===== src/rtl/pattern_response_compactor.sv =====
// pattern_response_compactor: skips warm-up response beats, folds the rest
// into a MISR and compares the final signature against a golden value.
module pattern_response_compactor #(
  parameter int unsigned       RESP_W = 7,
  parameter int unsigned       SIG_W  = 16,
  parameter logic [SIG_W-1:0]  POLY   = 16'h1021,
  parameter logic [SIG_W-1:0]  SEED   = 16'hFFFF,
  parameter int unsigned       SKIP   = 2,
  parameter int unsigned       CNT_W  = 16
) (
  input  logic              blif_clk_net,
  input  logic              blif_reset_net,
  input  logic              start,
  input  logic [CNT_W-1:0]  pat_count,
  input  logic [SIG_W-1:0]  golden,
  input  logic              resp_valid,
  input  logic [RESP_W-1:0] resp,
  output logic              busy,
  output logic              done,
  output logic              pass,
  output logic [SIG_W-1:0]  signature,
  output logic [CNT_W-1:0]  beats
);

  localparam int unsigned SKW = (SKIP > 1) ? $clog2(SKIP) : 1;

  typedef enum logic [1:0] {
    S_IDLE = 2'd0,
    S_SKIP = 2'd1,
    S_RUN  = 2'd2,
    S_DONE = 2'd3
  } state_e;

  state_e            state_q, state_d;
  logic [SKW-1:0]    skip_cnt_q, skip_cnt_d;
  logic [CNT_W-1:0]  pat_q, pat_d;
  logic [SIG_W-1:0]  golden_q, golden_d;
  logic [SIG_W-1:0]  sig_q, sig_d;
  logic [CNT_W-1:0]  beats_q, beats_d;
  logic              busy_q, busy_d;
  logic              done_q, done_d;
  logic              pass_q, pass_d;
  logic [SIG_W-1:0]  mix;

  // State and output registers; reset clears any partial signature.
  always_ff @(posedge blif_clk_net or negedge blif_reset_net) begin
    if (!blif_reset_net) begin
      state_q    <= S_IDLE;
      skip_cnt_q <= '0;
      pat_q      <= '0;
      golden_q   <= '0;
      sig_q      <= SEED;
      beats_q    <= '0;
      busy_q     <= 1'b0;
      done_q     <= 1'b0;
      pass_q     <= 1'b0;
    end else begin
      state_q    <= state_d;
      skip_cnt_q <= skip_cnt_d;
      pat_q      <= pat_d;
      golden_q   <= golden_d;
      sig_q      <= sig_d;
      beats_q    <= beats_d;
      busy_q     <= busy_d;
      done_q     <= done_d;
      pass_q     <= pass_d;
    end
  end

  // Next-state logic; idle cycles (resp_valid low) hold everything.
  always_comb begin
    state_d    = state_q;
    skip_cnt_d = skip_cnt_q;
    pat_d      = pat_q;
    golden_d   = golden_q;
    sig_d      = sig_q;
    beats_d    = beats_q;
    done_d     = done_q;
    pass_d     = pass_q;
    mix        = {sig_q[SIG_W-2:0], 1'b0} ^ (sig_q[SIG_W-1] ? POLY : '0)
                 ^ SIG_W'(resp);

    unique case (state_q)
      S_IDLE, S_DONE: begin
        if (start) begin
          pat_d      = pat_count;
          golden_d   = golden;
          sig_d      = SEED;
          beats_d    = '0;
          skip_cnt_d = '0;
          done_d     = 1'b0;
          pass_d     = 1'b0;
          if (SKIP != 0) begin
            state_d = S_SKIP;
          end else if (pat_count == '0) begin
            // Nothing to compact and nothing to skip: finish immediately.
            state_d = S_DONE;
            done_d  = 1'b1;
            pass_d  = (SEED == golden);
          end else begin
            state_d = S_RUN;
          end
        end
      end
      S_SKIP: begin
        if (resp_valid) begin
          if (skip_cnt_q == SKW'(SKIP - 1)) begin
            if (pat_q == '0) begin
              state_d = S_DONE;
              done_d  = 1'b1;
              pass_d  = (sig_q == golden_q);
            end else begin
              state_d = S_RUN;
            end
          end else begin
            skip_cnt_d = skip_cnt_q + SKW'(1);
          end
        end
      end
      S_RUN: begin
        if (resp_valid) begin
          sig_d   = mix;
          beats_d = (beats_q == '1) ? beats_q : beats_q + CNT_W'(1);
          if (beats_d == pat_q) begin
            state_d = S_DONE;
            done_d  = 1'b1;
            pass_d  = (mix == golden_q);
          end
        end
      end
      default: state_d = S_IDLE;
    endcase

    busy_d = (state_d == S_SKIP) || (state_d == S_RUN);
  end

  assign busy      = busy_q;
  assign done      = done_q;
  assign pass      = pass_q;
  assign signature = sig_q;
  assign beats     = beats_q;

endmodule

===== config.mk =====
export PLATFORM = sky130hd
export DESIGN_NAME = pattern_response_compactor
export DESIGN_NICKNAME = d
export VERILOG_FILES = /design/src/rtl/pattern_response_compactor.sv
export SDC_FILE = /design/constraint.sdc
export NUM_CORES = 1
export LEC_CHECK = 0
export CORE_ASPECT_RATIO = 2
export CORE_MARGIN = 1.5
export CORE_UTILIZATION = 45
export CTS_BUF_LIST = sky130_fd_sc_hd__clkbuf_4 sky130_fd_sc_hd__clkbuf_8
export DETAILED_ROUTE_END_ITERATION = 7
export PLACE_DENSITY_LB_ADDON = 0.05
export REMOVE_ABC_BUFFERS = 1
export SYNTH_ARGS = -nofsm -noshare
export SYNTH_HDL_FRONTEND = slang
export SYNTH_SLANG_ARGS = --single-unit
export TNS_END_PERCENT = 30

===== constraint.sdc =====
create_clock -name blif_clk_net -period 3.3 [get_ports blif_clk_net]
set_input_delay 0.66 -clock blif_clk_net [delete_from_list [all_inputs] [get_ports blif_clk_net]]
set_output_delay 0.66 -clock blif_clk_net [all_outputs]
set_load 0.01 [all_outputs]

# == Word level (Yosys, flattened, before mapping) ==
# Index checks and enable logic that the tools add are counted.
# Widths: inputs -> output; s select.
# word_totals
inputBits,43
reg_bits,70
output_inout_bits,35
word_cells,69
# classes
n_eq_ne,15
n_addsub,2
muxes,31
reduce_logical,10
n_bitwise,2
# ops
cell,count
$mux 16,5
$pmux 16 s2,2
$eq 16x16->1,3
$add 16x1->16 const B,1
$eq 16x16->1 const B,1
$logic_not 16->1,1
$xor 16x13->16,1
$xor 16x7->16,1
$mux 1,14
$mux 13,1
$ne 2x2->1 const B,6
$mux 2,5
$eq 2x2->1 const B,3
$pmux 1 s3,2
$pmux 2 s3,1
$reduce_and 3->1,2
$reduce_and 6->1,1
$eq 2x1->1 const B,2
$reduce_bool 2->1,2
$logic_not 2->1,1
$pmux 1 s2,1
$reduce_and 2->1,1
$reduce_or 2->1,1
$add 1x1->1 const B,1
$logic_or 1x1->1,1

# == Logic depth before layout (Yosys ltp) ==
# Gate-level depths: netlist of run 1.
# depth
word_depth,8
depth_mapped,11
mapped_depth_nobuf,10

# == Least setup slack after synthesis of run 1 ==
# OpenSTA, ideal clock, no wires.
# synth_path
kind,reg2reg
startpoint,register beats_q[0] (netlist: beats[0])
endpoint,register done_q (netlist: done)
path_buffers,0
path_slack_ns,0.624
stages_incl_launch_ff,10
synth_period_minus_slack_ns,2.676
setup_time_ns,0.127
arrival_ns,2.549
t_required_ns,3.173
cell_sequence,dfrtp_1 -> ha_1 -> nand3_1 -> nor4_1 -> mux2_2 -> xor2_1 -> a211oi_1 -> and3_2 -> a21oi_1 -> nand3b_1
# synth_via
elab_chain_len,5
word_cells_on_any_way,6
cone_classes,add/sub: 1; eq/ne: 3; mux: 1; reduce/logical: 1
# synth_lines
item,line,text
start: declaration,39,"logic [CNT_W-1:0] beats_q, beats_d;"
start signal: assignment,63,beats_q <= beats_d;
$add 16x1->16 / $eq 16x16->1 (equally long branches),123,beats_d = (beats_q == '1) ? beats_q : beats_q + CNT_W'(1);
$mux 16 (*),123,
$eq 16x16->1 (*),124,if (beats_d == pat_q) begin
$ne 2x2->1 (no source line) (*),--,
$reduce_and 6->1 (no source line) (*),--,
end signal: assignment,65,done_q <= done_d;
end: declaration,41,"logic done_q, done_d;"
# Every way passes the cells marked *; elsewhere a longest branch is shown, timed or not.
# A chain may end at the register's enable or synchronous reset.

# == Worst setup path after layout of run 1 ==
# Same ends and word-level chain as after synthesis.

==> results.md, run 1 <==
* Mapped Area at about 4300 µm²
* CTS HTree Levels at 3
* DRT antenna net count at 0
* MaxCap Viol Count at 0
* Latest clock arrival within the worst-skew pair at 0.36 ns
* Clock tree buffer depth at 2
* 1st-iter DRT viols at 207
* Gate power share at 0.478
* Initial Utilization at 0.459
* Routability congestion estimate at 0.984
* Post-synth EDFFs at 0
* Synth async-reset ratio at 1.00
* First-pass GRT wire length at 19000 µm
* RSZ-0062 raised after global routing: no
* Antenna violations before repair at 0
* Fin. max-slew vios at 0
* Io pins at 78
* Slowest CP cell: nor4_1
* Vias at 3667
* Post-Layout Cell Count at 621
* Clock Power Share at 0.178
* Die area at 10100 µm²
* Synth unique cells at 60
* Synthesized flop and latch total at 70
* Sequential power share at 0.344
* Worst-Margin Slew at 0.773 ns
* Max rail drop VDD at 0.457 mV
* Number of global-route vias before repair at approximately 3.7k
* P per Cell Area at 864 nW/µm²
* Status: complete, no violations
* Delay-heaviest family, CP: simple AND/OR/NAND/NOR gates
* R2r setup slk at 0.28 ns
* Area share of the largest cell type after synthesis at 0.316
* Required time worst endpoint at ~3.5 ns
* DRT Wirelength at ~12000 µm
* Rel. slew slack at 0.480
* Area delta synth->final at 24.6%
* Crit share post-route at 0.915
* Synth cell count leaders: 54 x dfrtp_1, 35 x nand2_1, 35 x xnor2_1
* CP Cell Sequence: ha_1, nand3_1, nor4_1, mux2_2, xor2_1, a211oi_1, and3_2, a21oi_1, nand3b_1
* Post-CTS Setup Inserts at 0
* Row count at 50
* Worst setup margin at 0.279 ns
* CTS Hold Buffers Added at 0
* Drt via density at approximately 5.9
* Maximum clock rate at 0.331 GHz
* Setup Crit Path Kind: reg -> reg
* Cells after DPL at 605
* First drt pass iteration count at 4
* Seq/Total Area, Yosys at 0.414
* Core area at approximately 9300 µm²
* Buf+Inv Stages, Crit Path at 0
* Most numerous cell in the Yosys netlist: dfrtp_1
* Switching pwr at 1.87 mW
* Area leader, netlist: dfrtp_1
* Data arrival, critical path at between 3 and 4 ns
* Post-Synthesis Cells at 447
* Final TNS setup at 0 ns
* Worst slack at placement at 0.360 ns
* Grt total ovfl at 0
* Clk_skew at 0.0136 ns
* Nets at 558
* Worst-path clk slew at 0.08 ns
* Crit end category: flip-flop
* Final Hold Fails at 0
* Internal power at 2.75 mW
* CP peak stage delay at 0.57 ns
* Syn avg cell area at 9.58 µm²
* CTS root buf: clkbuf_8
* Pleak at 2.10 nW
* DRC Markers at 0
* Top_reg_cell synth: dfrtp_1
* Die height at between 100 and 150 µm
* Total GRT Usage at 0.247
* Sw Share at 0.405
* Worst Hold Class: in -> async
* Yosys warns at 0
* Area contributors post-synth: dfrtp_1 32%, dfstp_2 9.8%, mux2_2 8.9%, xnor2_1 7.2%, o21ai_0 3.5%
* Critical path peak fanout at 9
* Port buffer count at 77
* HPWL Detailed at 8640 µm
* CTS tree: yes
* CP Launch Type: flip-flop
* CTS buffer count at 9
* Final setup fails at 0
* Final min period at 3.02 ns
* WL per Instance at 19.0 µm
* Largest net degree at the start of global routing at 43
* ANT cells at 0
* CTS sink cnt at 70
* Layout cell share with drive strength beyond 1 at 0.178
* Post-cts resize count at 0
* Die X at 72.0 µm
==> cell families after synthesis <==
family | after synthesis | synth area share
adder cells (fa/ha/maj) | 3 | 0.00877
AO/OA/AOI/OAI | 100 | 0.148
multiplexers | 45 | 0.115
XOR/XNOR | 51 | 0.104
buffers and inverters | 45 | 0.0473
AND/OR/NAND/NOR | 133 | 0.163
flip-flops | 70 | 0.414
==> sequential cells by signal (all words and copies together), names as in the netlist <==
name,count
pass,1
beats,16
golden_q,16
signature,16
busy,1
state_q,2
pat_q,16
done,1
skip_cnt_q,1
==> layout make-up <==
class | count | area [µm²]
Clock buffer | 12 | 159
Clock inverter | 4 | 70.1
Fill cell | 843 | 3990
Inverter | 12 | 45.0
Multi-Input combinational cell | 332 | 2310
Sequential cell | 70 | 1770
Tap cell | 104 | 130
Timing Repair Buffer | 87 | 853
==> path summary, 6_finish.rpt <==
path,startpoint,end,depth (start not counted)
max reg2reg,beats[0],done,9
min reg2reg,signature[5],signature[5],2
min in group blif_clk_net,signature[5],signature[5],2
max,beats[0],done,9
min,blif_reset_net,beats[15],1
max in group asynchronous,blif_reset_net,signature[4],2
==> cells in the final DEF, fill, tap and decap left out, types with 10 or more instances in the layout <==
cell type | synthesis | layout
dfrtp_1 | 54 | 54
o21ai_0 | 30 | 30
a21oi_1 | 29 | 29
mux2i_1 | 11 | 11
mux2_2 | 34 | 34
clkdlybuf4s50_1 | 0 | 76
xor2_1 | 16 | 16
xnor2_1 | 35 | 35
dfstp_2 | 16 | 16
nand2_1 | 35 | 35
clkbuf_8 | 0 | 11
a31oi_1 | 10 | 10
nor2_1 | 34 | 34
inv_1 | 11 | 11
nand3_1 | 19 | 19
==> through the flow <==
step                      power, mW  cell area (µm²)  hold WS (ns)  utilization
after floorplan                2.99             4120         0.364            -
after global placement         3.75             5110         0.478        0.548
after detailed placement       3.81             5110         0.486        0.548
after CTS                      4.64             5340         0.378        0.572
after global routing           4.92             5340         0.401        0.572
final                          4.61             5340         0.361        0.572
==> power by group through the flow <==
stage,logic (mW),clock network (mW),registers (mW)
4_1_cts,2.22,0.832,1.59
2_1_floorplan,1.45,0,1.54
6_report,2.20,0.820,1.59
3_5_place_dp,2.20,0,1.60
3_3_place_gp,2.16,0,1.60
5_1_grt,2.42,0.860,1.64
==> routing by layer <==
layer  wire [µm]  global-route usage  part of all wire
met1        4290               0.270              0.36
met2        6440               0.437              0.55
met3         505              0.0443             0.043
met4         573               0.136             0.049
met5           0                   0                 0
Note: power is estimated with default switching activity, not from simulation.
==> inputs of run 2 (changes only) <==
MAX_ROUTING_LAYER = met4   (was unset)
==> results.md, run 2 (synthesis gave the netlist of run 1 again) <==
* Status: complete, no violations
* Critical path peak fanout at 8 (-1)
* P per Cell Area at 860 nW/µm² (-0.47%)
* CTS buffer count at 9 (unchanged)
* First drt pass iteration count at 5 (+1)
* Max rail drop VDD at 0.607 mV (+33%)
* Row count at 50 (unchanged)
* Final min period at 2.86 ns (-0.160 ns)
* Rel. slew slack at 0.502 (+0.0224)
* Most common cell after layout, fill and taps aside: clkdlybuf4s50_1
* Io pins at 78 (unchanged)
* Worst path depth at 9 (unchanged)
* Port buffer count at 77 (unchanged)
* Buf+Inv Stages, Crit Path at 0 (unchanged)
* Maximum clock rate at 0.350 GHz (+5.6%)
* Final Hold Fails at 0 (unchanged)
* Met2 Usage GRT at 0.441 (+0.00390)
* Die height at 141 µm (unchanged)
* R2R depth at 9 (unchanged)
* MaxCap Viol Count at 0 (unchanged)
* ANT cells at 0 (unchanged)
* GR peak layer: met2
* Setup Crit Path Kind: reg -> reg
* Core area at 9320 µm² (unchanged)
* Drt via density at 5.81 (-1.6%)
* CP Launch Type: flip-flop
* WL per Instance at 18.7 µm (-1.8%)
* Antenna violations before repair at 0 (unchanged)
* Slowest CP cell: dfrtp_1
* RSZ-0062 raised after global routing: no
* Fin area at 5380 µm² (+0.82%)
* 1st-iter DRT viols at 133 (-36%)
* Data arrival, critical path at 3.10 ns (-0.17 ns)
* Final TNS setup at 0 ns (unchanged)
* GRT met3 Usage at 0.0436 (-0.000715)
* Crit share post-route at 0.867 (-0.0485)
* Die X at 72.0 µm (unchanged)
* Number of global-route vias before repair at 3627 (-1.3%)
* CTS sink cnt at 70 (unchanged)
* Multi-input logic area at 2310 µm² (+0.27%)
* Layout cell share with drive strength beyond 1 at 0.181 (+0.00352)
* Grt total ovfl at 0 (unchanged)
* First-pass GRT wire length at 18500 µm (-2.9%)
* Clk_skew at 0.00863 ns (-0.00502 ns)
* DRC Markers at 0 (unchanged)
* Met1 usage at 0.248 (-0.0218)
* Nets at 559 (+0.18%)
* FILL cells at 843 (unchanged)
* Latest clock arrival within the worst-skew pair at 0.35 ns (about the same)
* DRT Wirelength at 11600 µm (-1.6%)
* CTS Hold Buffers Added at 0 (unchanged)
* Die area at 10100 µm² (unchanged)
* Area delta synth->final at 25.7%
* Total Power at 4.63 mW (+0.35%)
* Worst-path clk slew at 0.08 ns (about the same)
* CTS root buf: clkbuf_8
* CTS HTree Levels at 3 (unchanged)
* CTS tree: yes
* HPWL Detailed at 8490 µm (-1.6%)
* Required time worst endpoint at 3.54 ns (about the same)
* Initial Utilization at 0.459 (unchanged)
* CP peak stage delay at 0.49 ns (-0.08 ns)
* Vias at 3614 (-1.4%)
* Final Hold Slack at 0.310 ns (-0.0511 ns)
* DRT antenna net count at 0 (unchanged)
* Pleak at 2.12 nW (+0.73%)
* Register Area at 1770 µm² (unchanged)
* Largest net degree at the start of global routing at 71 (+65%)
* Delay-heaviest family, CP: simple AND/OR/NAND/NOR gates
* Clock tree buffer depth at 2 (unchanged)
* Routability congestion estimate at 0.934 (-5.1%)
* Crit end category: flip-flop
* Total GRT Usage at 0.246 (-0.00100)
* Worst Hold Class: in -> async
* DP Area at 5130 µm² (+0.39%)
* CP Cell Sequence: ha_1, nand3_1, nor4_2, mux2_2, xor2_1, a211oi_1, and3_2, a21oi_1, nand3b_1
* Most frequent cells in the layout: 76 x clkdlybuf4s50_1, 54 x dfrtp_1, 35 x xnor2_1, 35 x nand2_1
* Final setup fails at 0 (unchanged)
* Fin. max-slew vios at 0 (unchanged)
* Worst-Margin Slew at 0.740 ns (-0.0333 ns)
-- run 2: changes by cell type in the layout (fill, tap and decap cells not counted), sizes merged --
cell,before,now
clkbuf,12,10
buf,11,12
bufinv,2,3
clkinv,3,4
-- run 2: area by class of cell --
cell class / instances / share of cell area
Clock buffer: 10 / 0.0256
Clock inverter: 6 / 0.0202
Inverter: 12 / 0.00837
Multi-Input combinational cell: 332 / 0.430
Sequential cell: 70 / 0.329
Tap cell: 104 / 0.0242
Timing Repair Buffer: 88 / 0.162
-- run 2: power by group --
| part | internal [mW] | leakage (nW) | switching (mW) |
|---|---|---|---|
| combinational | 1.04 | 1.15 | 1.15 |
| sequential | 1.23 | 0.845 | 0.339 |
| clock | 0.521 | 0.126 | 0.346 |
| total | 2.79 | 2.12 | 1.84 |
-- run 2: final timing paths --
path,from,slack [ns],to
hold / removal,blif_reset_net,0.31,beats[15]
max in group asynchronous,blif_reset_net,2.63,signature[4]
setup reg to reg,beats[1],0.44,done
hold reg to reg,signature[5],0.49,signature[5]
setup / recovery,beats[1],0.44,done
min in group blif_clk_net,signature[5],0.49,signature[5]
-- run 2: what timing repair did --
| action | CTS | global route |
|---|---|---|
| buffers inserted | 0 | 0 |
| setup endpoints to repair | 0 | 2 |
| resized for setup | 0 | 1 |
-- run 2: routing by layer --
metal  vias to the layer above  wire, µm
met5                         -         0
li1                       1726         -
met3                        26       503
met1                      1749      4120
met2                       113      6570
met4                         0       424
-- run 2: metrics by stage --
stage	cells	setup WS (ns)	util
after floorplan	414	0.443	-
after global placement	606	0.541	0.550
after detailed placement	606	0.337	0.550
after CTS	622	0.325	0.577
after global routing	622	0.176	0.577
final	622	0.439	0.577
